## src/rtl/npu_energy_csr_responder_pkg.sv

```systemverilog
// Shared definitions for the NPU energy/DVFS CSR responder: register map,
// responder FSM states and threshold clamping.
package npu_energy_csr_responder_pkg;

  localparam logic [7:0] CSR_ENERGY_LO = 8'h60;
  localparam logic [7:0] CSR_ENERGY_HI = 8'h64;
  localparam logic [7:0] CSR_UTIL_HIGH = 8'hA0;
  localparam logic [7:0] CSR_UTIL_LOW  = 8'hA4;
  localparam logic [7:0] CSR_STATUS    = 8'hA8;

  localparam logic [7:0] PCT_MAX = 8'd100;

  typedef enum logic [1:0] {
    IDLE,
    RESP,
    WAIT_REL
  } csr_rsp_state_e;

  // Thresholds are percentages, so anything above 100 is pinned to 100.
  function automatic logic [7:0] clamp_pct(input logic [31:0] wdata);
    return (wdata > {24'b0, PCT_MAX}) ? PCT_MAX : wdata[7:0];
  endfunction

endpackage

```

## src/rtl/npu_energy_csr_responder_if.sv

```systemverilog
// CSR request/response bus between the host initiator and the responder.
interface npu_energy_csr_responder_if;

  logic        csr_valid;
  logic        csr_write;
  logic [7:0]  csr_addr;
  logic [31:0] csr_wdata;
  logic [31:0] csr_rdata;
  logic        csr_ready;

  modport master (
    output csr_valid, csr_write, csr_addr, csr_wdata,
    input  csr_rdata, csr_ready
  );

  modport slave (
    input  csr_valid, csr_write, csr_addr, csr_wdata,
    output csr_rdata, csr_ready
  );

endinterface

```

## src/rtl/npu_energy_csr_responder_accumulator.sv

```systemverilog
// Saturating energy accumulator with a snapshot register so a 64-bit value
// can be read coherently as two 32-bit words (lo read captures, hi read
// returns the captured upper half).
module npu_energy_csr_responder_accumulator #(
  parameter int ENERGY_W = 64,
  parameter int INC_W    = 16
) (
  input  logic              clk,
  input  logic              reset_n,
  input  logic              inc_valid,
  input  logic [INC_W-1:0]  inc,
  input  logic              snap_req,
  output logic [31:0]       acc_lo,
  output logic [31:0]       snap_hi
);

  logic [ENERGY_W-1:0] acc;
  logic [ENERGY_W-1:0] snap;
  logic [ENERGY_W-1:0] acc_nxt;
  logic [ENERGY_W-1:0] snap_nxt;

  // Add with clamp at all-ones; the accumulator must never wrap.
  function automatic logic [ENERGY_W-1:0] sat_add(input logic [ENERGY_W-1:0] a,
                                                  input logic [INC_W-1:0]    b);
    logic [ENERGY_W:0] sum;
    sum = {1'b0, a} + {{(ENERGY_W + 1 - INC_W){1'b0}}, b};
    return sum[ENERGY_W] ? '1 : sum[ENERGY_W-1:0];
  endfunction

  // Next-state: snapshot takes the pre-increment value of this cycle.
  always_comb begin
    acc_nxt  = inc_valid ? sat_add(acc, inc) : acc;
    snap_nxt = snap_req ? acc : snap;
  end

  // Both registers are reloaded every cycle from their next-state value.
  always_ff @(posedge clk or negedge reset_n) begin
    if (!reset_n) begin
      acc  <= '0;
      snap <= '0;
    end else begin
      acc  <= acc_nxt;
      snap <= snap_nxt;
    end
  end

  assign acc_lo  = acc[31:0];
  assign snap_hi = snap[63:32];

endmodule

```

## src/rtl/npu_energy_csr_responder.sv

```systemverilog
// CSR responder inside the NPU top: serves the energy accumulator and the
// DVFS utilisation thresholds over a valid/ready CSR bus. Each request is
// answered with a one-cycle ready pulse; WAIT_REL blocks re-acceptance until
// the initiator drops valid.
module npu_energy_csr_responder
  import npu_energy_csr_responder_pkg::*;
#(
  parameter int ENERGY_W      = 64,
  parameter int INC_W         = 16,
  parameter int UTIL_HIGH_RST = 90,
  parameter int UTIL_LOW_RST  = 30
) (
  input  logic                        clk,
  input  logic                        reset_n,
  npu_energy_csr_responder_if.slave   csr,
  input  logic                        energy_inc_valid,
  input  logic [INC_W-1:0]            energy_inc,
  output logic [7:0]                  util_high_pct,
  output logic [7:0]                  util_low_pct,
  output logic                        thresh_update
);

  csr_rsp_state_e state;
  logic [1:0]     status;
  logic [31:0]    acc_lo;
  logic [31:0]    snap_hi;
  logic           accept;
  logic           snap_req;
  logic [7:0]     wr_pct;
  logic [31:0]    rd_data;
  logic           rd_bad;

  assign accept   = (state == IDLE) && csr.csr_valid;
  assign snap_req = accept && !csr.csr_write && (csr.csr_addr == CSR_ENERGY_LO);
  assign wr_pct   = clamp_pct(csr.csr_wdata);

  npu_energy_csr_responder_accumulator #(
    .ENERGY_W (ENERGY_W),
    .INC_W    (INC_W)
  ) u_acc (
    .clk       (clk),
    .reset_n   (reset_n),
    .inc_valid (energy_inc_valid),
    .inc       (energy_inc),
    .snap_req  (snap_req),
    .acc_lo    (acc_lo),
    .snap_hi   (snap_hi)
  );

  // Read data mux; anything not in the map reads as zero and flags bad_addr.
  always_comb begin
    rd_data = '0;
    rd_bad  = 1'b0;
    case (csr.csr_addr)
      CSR_ENERGY_LO: rd_data = acc_lo;
      CSR_ENERGY_HI: rd_data = snap_hi;
      CSR_UTIL_HIGH: rd_data = {24'b0, util_high_pct};
      CSR_UTIL_LOW:  rd_data = {24'b0, util_low_pct};
      CSR_STATUS:    rd_data = {30'b0, status};
      default:       rd_bad  = 1'b1;
    endcase
  end

  // Responder FSM: the request is executed on the accepting edge so data,
  // threshold outputs and the update pulse are all visible in the RESP cycle.
  always_ff @(posedge clk or negedge reset_n) begin
    if (!reset_n) begin
      state         <= IDLE;
      csr.csr_ready <= 1'b0;
      csr.csr_rdata <= '0;
      thresh_update <= 1'b0;
      util_high_pct <= 8'(UTIL_HIGH_RST);
      util_low_pct  <= 8'(UTIL_LOW_RST);
      status        <= '0;
    end else begin
      csr.csr_ready <= 1'b0;
      thresh_update <= 1'b0;
      case (state)
        IDLE: begin
          if (csr.csr_valid) begin
            state         <= RESP;
            csr.csr_ready <= 1'b1;
            if (!csr.csr_write) begin
              csr.csr_rdata <= rd_data;
              if (rd_bad) status[1] <= 1'b1;
            end else begin
              csr.csr_rdata <= '0;
              case (csr.csr_addr)
                CSR_UTIL_HIGH: begin
                  if (util_low_pct < wr_pct) begin
                    util_high_pct <= wr_pct;
                    thresh_update <= (wr_pct != util_high_pct);
                  end else begin
                    status[0] <= 1'b1;
                  end
                end
                CSR_UTIL_LOW: begin
                  if (wr_pct < util_high_pct) begin
                    util_low_pct  <= wr_pct;
                    thresh_update <= (wr_pct != util_low_pct);
                  end else begin
                    status[0] <= 1'b1;
                  end
                end
                CSR_STATUS: status <= status & ~csr.csr_wdata[1:0];
                default:    status[1] <= 1'b1;
              endcase
            end
          end
        end
        RESP:     state <= WAIT_REL;
        WAIT_REL: if (!csr.csr_valid) state <= IDLE;
        default:  state <= IDLE;
      endcase
    end
  end

endmodule
```

## src/flat_wrapper.sv

```systemverilog
// flat-port wrapper written by rule: the top's interface ports become plain ports
module npu_energy_csr_responder_flat import npu_energy_csr_responder_pkg::*;
#(
  parameter int ENERGY_W      = 64,
  parameter int INC_W         = 16,
  parameter int UTIL_HIGH_RST = 90,
  parameter int UTIL_LOW_RST  = 30
)
  (clk, reset_n, energy_inc_valid, energy_inc, util_high_pct, util_low_pct, thresh_update, csr_csr_valid, csr_csr_write, csr_csr_addr, csr_csr_wdata, csr_csr_rdata, csr_csr_ready);
  npu_energy_csr_responder_if csr_i ();
  input  logic clk;
  input  logic reset_n;
  input  logic energy_inc_valid;
  input  logic [INC_W-1:0] energy_inc;
  output logic [7:0] util_high_pct;
  output logic [7:0] util_low_pct;
  output logic thresh_update;
  input wire logic [$bits(csr_i.csr_valid)-1:0] csr_csr_valid;
  input wire logic [$bits(csr_i.csr_write)-1:0] csr_csr_write;
  input wire logic [$bits(csr_i.csr_addr)-1:0] csr_csr_addr;
  input wire logic [$bits(csr_i.csr_wdata)-1:0] csr_csr_wdata;
  output wire logic [$bits(csr_i.csr_rdata)-1:0] csr_csr_rdata;
  output wire logic [$bits(csr_i.csr_ready)-1:0] csr_csr_ready;
  assign csr_i.csr_valid = csr_csr_valid;
  assign csr_i.csr_write = csr_csr_write;
  assign csr_i.csr_addr = csr_csr_addr;
  assign csr_i.csr_wdata = csr_csr_wdata;
  assign csr_csr_rdata = csr_i.csr_rdata;
  assign csr_csr_ready = csr_i.csr_ready;
  npu_energy_csr_responder #(.ENERGY_W(ENERGY_W), .INC_W(INC_W), .UTIL_HIGH_RST(UTIL_HIGH_RST), .UTIL_LOW_RST(UTIL_LOW_RST)) u_core (.clk(clk), .reset_n(reset_n), .csr(csr_i), .energy_inc_valid(energy_inc_valid), .energy_inc(energy_inc), .util_high_pct(util_high_pct), .util_low_pct(util_low_pct), .thresh_update(thresh_update));
endmodule
```

## config.mk

```make
export PLATFORM = sky130hd
export DESIGN_NAME = npu_energy_csr_responder_flat
export DESIGN_NICKNAME = d
export VERILOG_FILES = /design/src/rtl/npu_energy_csr_responder_pkg.sv /design/src/rtl/npu_energy_csr_responder_if.sv /design/src/rtl/npu_energy_csr_responder_accumulator.sv /design/src/rtl/npu_energy_csr_responder.sv /design/src/flat_wrapper.sv
export SDC_FILE = /design/constraint.sdc
export NUM_CORES = 1
export LEC_CHECK = 0
export ABC_AREA = 1
export CORE_MARGIN = 3
export CORE_UTILIZATION = 55
export DETAILED_ROUTE_END_ITERATION = 10
export DONT_BUFFER_PORTS = 1
export PLACE_DENSITY_LB_ADDON = 0.3
export SYNTH_ARGS = -nofsm -noshare
export SYNTH_HDL_FRONTEND = slang
export SYNTH_HIERARCHICAL = 1
export SYNTH_SLANG_ARGS = --single-unit
export TNS_END_PERCENT = 100
```

## constraint.sdc

```tcl
create_clock -name clk -period 2.63 [get_ports clk]
set_input_delay 0.6575 -clock clk [delete_from_list [all_inputs] [get_ports clk]]
set_output_delay 0.6575 -clock clk [all_outputs]
set_load 0.01 [all_outputs]
```

==> impl_metrics.prom <==
# TYPE chip_impl_metric gauge
chip_impl_info{name="outcome",value="finished, violations left"} 1
chip_impl_info{name="violations_in_the_final_reports",value="negative hold slack"} 1
chip_impl_metric{name="count_of_synthesis_stage_warnings_from_yosys",unit=""} 6
chip_impl_info{name="netlist_top_cells_area",value="dfrtp_1, nand2_1, nand3_1, nor2_1, inv_1"} 1
chip_impl_metric{name="hpwl",unit="um"} 21200
chip_impl_metric{name="post-route-drc-count",unit=""} 0
chip_impl_metric{name="design.core.area",unit="sq mm"} 0.0175
chip_impl_metric{name="mappedNetlistArea",unit="sq mm"} 0.00994
chip_impl_metric{name="post_layout_nonfiller_instances",unit=""} 1594
chip_impl_metric{name="wl_met2",unit="um"} 13400
chip_impl_metric{name="min_period_over_period",unit="%"} 95.2
chip_impl_metric{name="starting_density_of_the_core",unit="%"} 56.9
chip_impl_metric{name="antenna_cells",unit=""} 0
chip_impl_metric{name="ys_async_sr_fraction",unit="%"} 100
chip_impl_metric{name="wl_met3",unit="um"} 2380
chip_impl_metric{name="clock_latency",unit="ns"} 0.43
chip_impl_metric{name="vias_after_detailed_routing",unit=""} 9314
chip_impl_metric{name="grt_max_degree",unit=""} 151
chip_impl_metric{name="cp_data_arrival_time",unit="ns"} 2.82
chip_impl_metric{name="area_growth_syn_to_layout",unit="%"} 9.89
chip_impl_metric{name="post_route_total_power",unit="W"} 0.00732
chip_impl_metric{name="p_int",unit="W"} 0.00460
chip_impl_metric{name="seq_area_frac_synth",unit="%"} 37.9
chip_impl_metric{name="netSwitchingFraction",unit="%"} 37.2
chip_impl_metric{name="worst_slack",unit="ns"} 0.126
chip_impl_metric{name="number_of_enable_flip_flop_cells_after_synthesis",unit=""} 0
chip_impl_metric{name="clkSlewWorstSetupHoldPaths",unit="ns"} 0.07
chip_impl_metric{name="globalRoute.totalOverflow",unit=""} 0
chip_impl_info{name="yosys-top-cells-count",value="nand2_1, nor2_1, inv_1, nand3_1, dfrtp_1"} 1
chip_impl_metric{name="ant_nets",unit=""} 0
chip_impl_metric{name="io_buffers",unit=""} 0
chip_impl_metric{name="first_iter_violations",unit=""} 975
chip_impl_metric{name="critPathRequiredTime",unit="ns"} 2.95
chip_impl_metric{name="ir_worst_vdd",unit="uV"} 614
chip_impl_info{name="synth-main-ff-cell",value="dfrtp_1"} 1
chip_impl_metric{name="first_global_vias",unit=""} 8448
chip_impl_metric{name="cellPowerDensity",unit="mW/mm^2"} 670
chip_impl_info{name="cts_tree",value="done"} 1
chip_impl_metric{name="grt_pass1_wl",unit="um"} 44800
chip_impl_metric{name="synth.lib_cells_used.distinct",unit=""} 53
chip_impl_metric{name="finish.net_count",unit=""} 1448
chip_impl_metric{name="power.share.sequential",unit="%"} 38.6
chip_impl_metric{name="finalMaxSlewViolations",unit=""} 0
chip_impl_metric{name="critical_path_peak_fanout",unit=""} 8
chip_impl_metric{name="final.hold.worst_slack",unit="ns"} -0.0841
chip_impl_metric{name="pin_count",unit=""} 111
chip_impl_info{name="endpoint_kind",value="flop"} 1
chip_impl_info{name="critical_path_class",value="primary input to flop"} 1
chip_impl_metric{name="fp.dieArea",unit="sq mm"} 0.0197
chip_impl_metric{name="globalRouteTotalUtil",unit="%"} 28.9
chip_impl_metric{name="fmaxAchievable",unit="MHz"} 399
chip_impl_metric{name="htreeDepth",unit=""} 4
chip_impl_metric{name="average_instance_area_after_synthesis",unit="sq um"} 7.31
chip_impl_metric{name="tritoncts_num_sinks",unit=""} 150
chip_impl_metric{name="post_drt_via_cell_ratio",unit=""} 5.84
chip_impl_metric{name="post-route-min-period",unit="ns"} 2.50
chip_impl_metric{name="drive_above_1_share",unit="%"} 13.7
chip_impl_metric{name="drt_wl_total",unit="um"} 28900
chip_impl_metric{name="report.final.setup_viol",unit=""} 0
chip_impl_metric{name="route.detailed.wl_per_inst",unit="um"} 18.1
chip_impl_info{name="hp-class",value="primary input to async pin"} 1
chip_impl_metric{name="hold_violations",unit=""} 142
chip_impl_metric{name="placed_insts",unit=""} 1555
chip_impl_metric{name="maxCapViolations",unit=""} 0
chip_impl_info{name="route.top_layer_used",value="met4"} 1
chip_impl_info{name="cts.root.buffer_cell",value="clkbuf_16"} 1
chip_impl_info{name="synth_most_common_cell",value="nand2_1"} 1
chip_impl_metric{name="power_leakage",unit="nW"} 5.22
chip_impl_metric{name="synth_top_area_share",unit="%"} 35.8
chip_impl_metric{name="die_height",unit="um"} 140
chip_impl_metric{name="numCtsBuffers",unit=""} 17
chip_impl_metric{name="pre_cts_slack",unit="ns"} -0.380
chip_impl_metric{name="cts.path.max_buffers",unit=""} 2
chip_impl_metric{name="place_congestion",unit=""} 0.984
chip_impl_metric{name="comb_power_share",unit="%"} 28.3
chip_impl_metric{name="fp-row-count",unit=""} 48
chip_impl_metric{name="p_sw",unit="W"} 0.00272
chip_impl_metric{name="synth_fp_nets",unit=""} 1451
chip_impl_metric{name="initial_antenna_violation_count",unit=""} 0
chip_impl_metric{name="detail_route.wirelength.met1",unit="um"} 11700
chip_impl_info{name="startpoint_type",value="primary input"} 1
chip_impl_metric{name="floorplan.die.width",unit="um"} 140
chip_impl_info{name="synthDominantAreaCellType",value="dfrtp_1"} 1
chip_impl_metric{name="synth-seq-cells",unit=""} 150
chip_impl_metric{name="pwr-share-clk",unit="%"} 33.1
chip_impl_metric{name="timing.clock.skew",unit="ns"} 0.0141
chip_impl_metric{name="firstDrtPassIters",unit=""} 7
chip_impl_metric{name="synthCells",unit=""} 1359
cell families after synthesis:
logic type / synth area share (%)
simple gates: 35.2
compound gates: 10.5
flops: 37.9
fa+ha+maj: 3.98
buf+inv: 11.6
other cells: 0.0756
xor+xnor: 0.793
state kept, by name, indices dropped and copies added, names as in the netlist:
signal                count
u_core/csr.csr_ready      1
u_core/state              2
u_core/util_low_pct       8
u_core/u_acc/snap        32
u_core/u_acc/acc         64
u_core/util_high_pct      8
u_core/status             2
u_core/thresh_update      1
u_core/csr.csr_rdata     32
path summary, 6_finish.rpt:
| path | start | end | slack (ns) | cells after the start |
|---|---|---|---|---|
| min reg2reg | u_core/state[1] | u_core/state[0] | 0.47 | 1 |
| max | csr_csr_wdata[18] | u_core/util_low_pct[5] | 0.13 | 18 |
| max reg2reg | u_core/u_acc/acc[0] | u_core/u_acc/acc[15] | 0.20 | 12 |
| min | reset_n | u_core/u_acc/acc[6] | -0.08 | 0 |
| min in group clk | energy_inc_valid | u_core/u_acc/acc[14] | 0.38 | 2 |
| max in group asynchronous | reset_n | u_core/csr.csr_rdata[16] | 2.45 | 0 |
cells in the final DEF, fill, tap and decap left out, types with 3 or more instances in the layout:
cell	count
dfrtp_1	142
clkinvlp_4	4
o21ai_2	14
nand4_1	38
a21oi_1	49
nand2_2	12
nor2_1	163
nand3_2	12
a32o_1	40
o21ai_1	9
nor2_2	10
clkbuf_16	18
buf_12	7
clkinv_4	3
or2_2	11
nand3_1	150
o21ai_0	12
buf_4	43
inv_6	4
nand3b_1	9
xnor2_1	7
ha_1	29
nor3_1	12
o211ai_1	6
nand2_1	330
inv_2	13
inv_1	163
o221ai_1	3
dfstp_2	8
nor2_4	9
timing repair:
| item | in CTS | in global routing |
|---|---|---|
| setup buffers | 0 | 5 |
| endpoints found under the hold margin | 142 | 142 |
| setup endpoints to repair | 0 | 18 |
| resized for setup | 0 | 11 |
critical path, stage by stage:
cell       delay [ns]
nor2_2           0.09
nand2_1          0.05
nor2_1           0.08
nand2_1          0.09
nor2_4           0.10
inv_2            0.05
a21oi_4          0.18
inv_4            0.08
nor2_4           0.15
inv_2            0.07
ha_4             0.21
a21oi_1          0.12
nor2_1           0.07
a2111oi_4        0.26
nand3_2          0.22
buf_12           0.20
nand2_1          0.07
o21ai_2          0.05
routing by layer:
metal	GRT usage, %	up-vias
met5	0	-
met1	37.7	4366
met2	45.8	446
met3	5.60	82
met4	14.4	0
li1	-	4420
final cells by class:
class	count	area [sq um]
tap	225	282
timing repair buffer	51	488
inverter	181	697
fill	1504	6560
clock inverter	14	144
sequential	150	3760
clock buffer	18	429
multi-input combinational	955	5110
power groups by stage:
stage / Clock [W] / Sequential, W / Combinational, W
floorplan: 0 / 0.00270 / 0.00178
global route: 0.00255 / 0.00284 / 0.00233
finish: 0.00242 / 0.00283 / 0.00207
CTS: 0.00244 / 0.00283 / 0.00202
detailed placement: 0 / 0.00287 / 0.00201
global placement: 0 / 0.00287 / 0.00197
stage by stage:
stage / util (%) / cell area, sq um / setup TNS (ns)
final: 62.5 / 10900 / 0
after global routing: 62.5 / 10900 / -0.124
after CTS: 61.7 / 10800 / 0
after detailed placement: 58.5 / 10200 / -6.05
after global placement: 58.5 / 10200 / -5.41
after floorplan: - / 9970 / -2.31
Note: power is estimated with default switching activity, not from simulation.
